### config.mk
export PLATFORM = sky130hd
export DESIGN_NAME = seg7_scan_driver
export DESIGN_NICKNAME = d
export VERILOG_FILES = /design/src/rtl/seg7_scan_driver.sv
export SDC_FILE = /design/constraint.sdc
export NUM_CORES = 1
export LEC_CHECK = 0
export ABC_CLOCK_PERIOD_IN_PS = 2430
export CELL_PAD_IN_SITES_DETAIL_PLACEMENT = 1
export CELL_PAD_IN_SITES_GLOBAL_PLACEMENT = 1
export CORE_MARGIN = 2
export CORE_UTILIZATION = 35
export DETAILED_ROUTE_END_ITERATION = 8
export HOLD_SLACK_MARGIN = 0.12
export PLACE_DENSITY = 0.71
export SYNTH_ARGS = -nofsm -noshare
export SYNTH_HDL_FRONTEND = slang
export SYNTH_SLANG_ARGS = --single-unit
### constraint.sdc
create_clock -name clk -period 2.43 [get_ports clk]
set_clock_uncertainty 0.2 [all_clocks]
set_input_delay 0.486 -clock clk [delete_from_list [all_inputs] [get_ports clk]]
set_output_delay 0.486 -clock clk [all_outputs]
set_load 0.02 [all_outputs]
### src/rtl/seg7_scan_driver.sv
// seg7_scan_driver
//   Multiplexed 7-segment display controller. The core writes hex digits into a
//   DIGITS-entry buffer. The block scans that buffer onto a single shared segment
//   bus and drives a one-hot digit select. Each digit slot begins with GUARD blank
//   select cycles, so the previous digit's pattern does not ghost onto the next one.
//
//   Optional feature macro: SEG7_BLINK_EN
//     When defined, a 6-bit frame counter is added. Digits with the blink bit set
//     are blanked for 32 frames out of every 64.
//
//   Parameters
//     DIGITS      number of digits, 2..8
//     SCAN_DIV    clock cycles per digit slot, >= 4
//     GUARD       blank select cycles at slot start, 1..SCAN_DIV-2
//     ACTIVE_LOW  1 = invert segments and digit_sel at the output registers
//
//   Ports
//     clk         rising-edge clock
//     rst_n       asynchronous active-low reset
//     wr_en       buffer write strobe
//     wr_addr     digit index; indices >= DIGITS are dropped
//     wr_data     {blink, blank, hex[3:0]}
//     segments    registered segment bus, bit 0 = a .. bit 6 = g
//     digit_sel   registered one-hot digit enable
//     frame_done  one-cycle pulse after each completed scan frame

// One buffer entry. There is one instance per digit.
module seg7_digit_slot (
   input  logic       clk,
   input  logic       rst_n,
   input  logic       load,
   input  logic [5:0] data,
   output logic [5:0] entry
);
   // Reset leaves the digit blank with blink cleared.
   always_ff @(posedge clk or negedge rst_n) begin
      if (!rst_n)    entry <= 6'b010000;
      else if (load) entry <= data;
   end
endmodule

module seg7_scan_driver #(
   parameter int DIGITS     = 4,
   parameter int SCAN_DIV   = 1024,
   parameter int GUARD      = 2,
   parameter bit ACTIVE_LOW = 1'b0
) (
   input  logic              clk,
   input  logic              rst_n,
   input  logic              wr_en,
   input  logic [2:0]        wr_addr,
   input  logic [5:0]        wr_data,
   output logic [6:0]        segments,
   output logic [DIGITS-1:0] digit_sel,
   output logic              frame_done
);

   localparam int PW = $clog2(SCAN_DIV);
   localparam int IW = $clog2(DIGITS);

   // Physical "all-off" levels, which depend on output polarity.
   localparam logic [6:0]        SEG_OFF = {7{ACTIVE_LOW}};
   localparam logic [DIGITS-1:0] SEL_OFF = {DIGITS{ACTIVE_LOW}};

   logic [PW-1:0]            p;
   logic [IW-1:0]            idx;
   logic [DIGITS-1:0][5:0]   digit_buf;
   logic [5:0]               cur;
   logic                     slot_end;
   logic                     frame_end;
   logic                     blink_off;
   logic [6:0]               seg_nxt;
   logic [DIGITS-1:0]        sel_nxt;

   function automatic logic [6:0] hex_decode(input logic [3:0] v);
      logic [6:0] s;
      case (v)
         4'h0: s = 7'h3F;  4'h1: s = 7'h06;  4'h2: s = 7'h5B;  4'h3: s = 7'h4F;
         4'h4: s = 7'h66;  4'h5: s = 7'h6D;  4'h6: s = 7'h7D;  4'h7: s = 7'h07;
         4'h8: s = 7'h7F;  4'h9: s = 7'h6F;  4'hA: s = 7'h77;  4'hB: s = 7'h7C;
         4'hC: s = 7'h39;  4'hD: s = 7'h5E;  4'hE: s = 7'h79;  default: s = 7'h71;
      endcase
      return s;
   endfunction

   // ---------------------------------------------------------------------------
   // Scan timing: p counts cycles within a slot, and idx selects the digit.
   // ---------------------------------------------------------------------------
   assign slot_end  = (p == PW'(SCAN_DIV - 1));
   assign frame_end = slot_end && (idx == IW'(DIGITS - 1));

   always_ff @(posedge clk or negedge rst_n) begin
      if (!rst_n) begin
         p   <= '0;
         idx <= '0;
      end else begin
         p <= slot_end ? '0 : p + 1'b1;
         if (slot_end)
            idx <= frame_end ? '0 : idx + 1'b1;
      end
   end

   // ---------------------------------------------------------------------------
   // Digit buffer. Out-of-range addresses match no slot, so they are dropped.
   // A write to the digit being shown is picked up by the next output load.
   // ---------------------------------------------------------------------------
   for (genvar i = 0; i < DIGITS; i++) begin : g_slot
      seg7_digit_slot u_slot (
         .clk   (clk),
         .rst_n (rst_n),
         .load  (wr_en && (wr_addr == 3'(i))),
         .data  (wr_data),
         .entry (digit_buf[i])
      );
   end

   assign cur = digit_buf[idx];

   // ---------------------------------------------------------------------------
   // Blink control
   // ---------------------------------------------------------------------------
`ifdef SEG7_BLINK_EN
   logic [5:0] frame_cnt;

   // The counter advances on the same edge as the frame wrap. Frame k of the
   // display is therefore loaded with frame_cnt == k mod 64.
   always_ff @(posedge clk or negedge rst_n) begin
      if (!rst_n)         frame_cnt <= '0;
      else if (frame_end) frame_cnt <= frame_cnt + 1'b1;
   end

   assign blink_off = cur[5] & frame_cnt[5];
`else
   // The blink bit is stored but ignored in this build.
   assign blink_off = cur[5] & 1'b0;
`endif

   // ---------------------------------------------------------------------------
   // Next output values, in logical (active-high) polarity.
   // Segments depend only on the blank state. The guard window is applied to the
   // select alone, so the new pattern settles while no digit is lit.
   // ---------------------------------------------------------------------------
   always_comb begin
      seg_nxt = '0;
      sel_nxt = '0;
      if (!(cur[4] || blink_off))
         seg_nxt = hex_decode(cur[3:0]);
      if (p >= PW'(GUARD))
         sel_nxt = DIGITS'(1) << idx;
   end

   // Output registers. Polarity is applied here.
   always_ff @(posedge clk or negedge rst_n) begin
      if (!rst_n) begin
         segments   <= SEG_OFF;
         digit_sel  <= SEL_OFF;
         frame_done <= 1'b0;
      end else begin
         segments   <= seg_nxt ^ SEG_OFF;
         digit_sel  <= sel_nxt ^ SEL_OFF;
         frame_done <= frame_end;
      end
   end

endmodule
==> results.yml <==
timing:
  worstMarginPinSlew_ns: 0.543
  fin_crit_ns: 2.22
  slew_headroom: 0.638
  tns_ns: 0
  fmax_mhz: 450
  finalSetupViolCount: 0
  layout_setup_ws_ns: 0.209
  rsz0062_at_grt: "false"
  slew_violations: 0
  hold_violations: 0
  fin_crit_sh: 0.914
setup_path:
  required_ns: 2.46
  critPathArrivalTime_ns: 2.25
  crit_fanout: 6
  end_kind: "flop"
  path_class: "reg -> reg"
  worstRegToRegCells: 5
  startpoint_type: "flop"
worst_hold_path:
  hold_path_depth: 1
  hold_path_class: "reg -> reg"
logic_synthesis:
  yosysTopAreaCellShare: 0.472
  syn-num-nets: 185
  synthTopCellsByArea: "dfrtp_1 47%, mux2_2 11%, ha_1 7.1%"
  synth_seq_cells: 44
  yosysWarnings: 0
  ys_types: 36
  syn-instance-count: 161
  synth_area_sq_um: 2120
  synth_top_area_cell: "dfrtp_1"
  yosysSeqAreaShare: 0.521
  syn_area_per_cell_sq_um: 13.2
global_routing:
  grt_pass1_vias: 1423
  grt_pass1_wl_mm: 6.89
  grt_usage: 0.138
  grt_antenna_before_repair: 0
  overflow: 0
  grt_max_degree: 45
detailed_routing:
  drtAntennaViolNets: 0
  drtPass1Iterations: 4
  wl_mm: 4.11
  dr_total_vias: 1354
  drc: 0
  drt-initial-drc-count: 57
  vias_per_cell: 5.09
  routedWlPerCell_microns: 15.4
floorplan:
  die_h_microns: 81.9
  rows: 28
  core_area_sq_um: 5890
  io-pin-count: 24
  start_util: 0.361
  die_x_microns: 81.9
  dieArea_sq_um: 6700
clocking:
  numCtsBuffers: 5
  cts_max_level: 2
  worstSkewPairLatency_ns: 0.29
  clock-sinks: 44
  cts_tree: "done"
  cts_root_buffer: "clkbuf_8"
  post_cts_buffers: 0
  cts.reportedPaths.clkPinSlew_ns: 0.08
  clockBufferDepth: 2
finish:
  fillCellCount: 640
  finalNonFillerCells: 266
  final_util: 0.427
  multi_input_area_sq_um: 945
  seqCellArea_sq_um: 1110
  n_antenna_cell: 0
  stdcell_area_sq_um: 2510
  drive_above_1_share: 0.230
  nNetsFinal: 214
  area_growth_pct: 18.3
placement:
  hpwl_mm: 3.12
  gp_congestion: 0.763
  io_buffers: 22
  post_dp_cell_area_sq_um: 2420
  dp.cells: 257
  pre_cts_ws_ns: 0.104
status:
  status: "finished, final reports clean"
pwr:
  ir_worst_vdd_uv: 382
  leakagePower_nw: 1.08
  power_density_nw_per_um2: 731
job:
  cap_viol_max_count: 0
-- synthesized netlist by cell type --
library cell	count
a211o_2	1
a21oi_1	2
a221oi_1	3
a311oi_1	1
and2_1	4
and2_4	1
and3_1	2
and4_1	4
and4bb_2	2
buf_6	3
clkbuf_1	1
dfrtp_1	40
dfstp_2	4
ha_1	12
inv_1	7
mux2_2	20
mux2i_1	2
mux4_1	3
mux4_2	2
nand2_1	6
nand2b_1	1
nand3_1	2
nand4_1	3
nand4b_1	1
nor2_1	13
nor3_1	1
nor4_1	2
nor4b_1	1
o211ai_1	1
o21ai_0	4
o21ai_1	1
o221a_1	1
o31ai_1	1
or3b_1	1
xnor2_1	4
xor2_1	4
-- logic make-up (layout without fill, tap and decap cells) --
group | Yosys count | in the layout | synth area share
buf+inv | 11 | 41 | 0.0301
fa+ha+maj | 12 | 12 | 0.0708
mux | 27 | 27 | 0.174
simple gates | 44 | 44 | 0.121
compound gates | 15 | 15 | 0.0501
flops | 44 | 44 | 0.521
xor+xnor | 8 | 8 | 0.0330
-- worst paths after layout --
| check | startpoint | end | slack [ns] |
|---|---|---|---|
| min in group asynchronous | rst_n | segments[6] | 0.60 |
| max | idx[0] | segments[0] | 0.21 |
| min | p[0] | p[0] | 0.30 |
| max reg2reg | idx[0] | segments[0] | 0.21 |
| max in group asynchronous | rst_n | g_slot[3].u_slot.entry[4] | 1.06 |
| min reg2reg | p[0] | p[0] | 0.30 |
-- layout by cell type (no fill, tap or decap), types with 2 or more instances in the layout --
cell type        count
a21oi_1              2
a221oi_1             3
and2_1               4
and3_1               2
and4_1               4
and4bb_2             2
buf_4                3
clkbuf_8             6
clkdlybuf4s50_1     21
clkinv_2             2
dfrtp_1             40
dfstp_2              4
ha_1                12
inv_1                7
mux2_2              20
mux2i_1              2
mux4_2               4
nand2_1              6
nand3_1              2
nand4_1              3
nor2_1              13
nor4_1               2
o21ai_0              4
xnor2_1              4
xor2_1               4
-- layout make-up --
| type | instances | share of cell area |
|---|---|---|
| Timing Repair Buffer | 26 | 0.0987 |
| Tap cell | 75 | 0.0374 |
| Inverter | 7 | 0.0105 |
| Multi-Input combinational cell | 106 | 0.376 |
| Clock inverter | 2 | 0.00399 |
| Clock buffer | 6 | 0.0329 |
| Sequential cell | 44 | 0.440 |
-- critical path, cell delays in order, from the launching register on --
cell	delay [ns]
dfrtp_1	0.49
mux4_2	0.62
ha_1	0.26
or3b_1	0.39
o221a_1	0.13
nor2_1	0.08
-- stage by stage --
step | hold WS (ns) | total power [mW]
6_report | 0.305 | 1.84
3_3_place_gp | 0.281 | 1.36
5_1_grt | 0.331 | 1.95
2_1_floorplan | -0.00959 | 1.22
4_1_cts | 0.306 | 1.86
3_5_place_dp | 0.287 | 1.39
-- registers in the layout, summed over array words and instances (netlist names) --
register,flops
g_slot.u_slot.entry,20
digit_sel,4
segments,7
frame_done,1
p,10
idx,2
-- metal layers --
layer  global-route usage  vias up  wire (microns)
li1                     -      639               -
met1                0.169      685            1760
met2                0.234       23            2130
met3               0.0330        7             141
met4               0.0550        0              71
met5                    0        -               0
-- timing repair --
action,CTS,global route
resized for setup,0,2
hold endpoints to repair,40,0
hold buffers,1,0
endpoints found under the setup margin,0,1
-- where the power goes --
part	total, mW	switching (mW)	internal [mW]
registers	0.905	0.0486	0.857
logic	0.465	0.227	0.238
clock network	0.466	0.239	0.227
(Power assumes the default switching activity.)
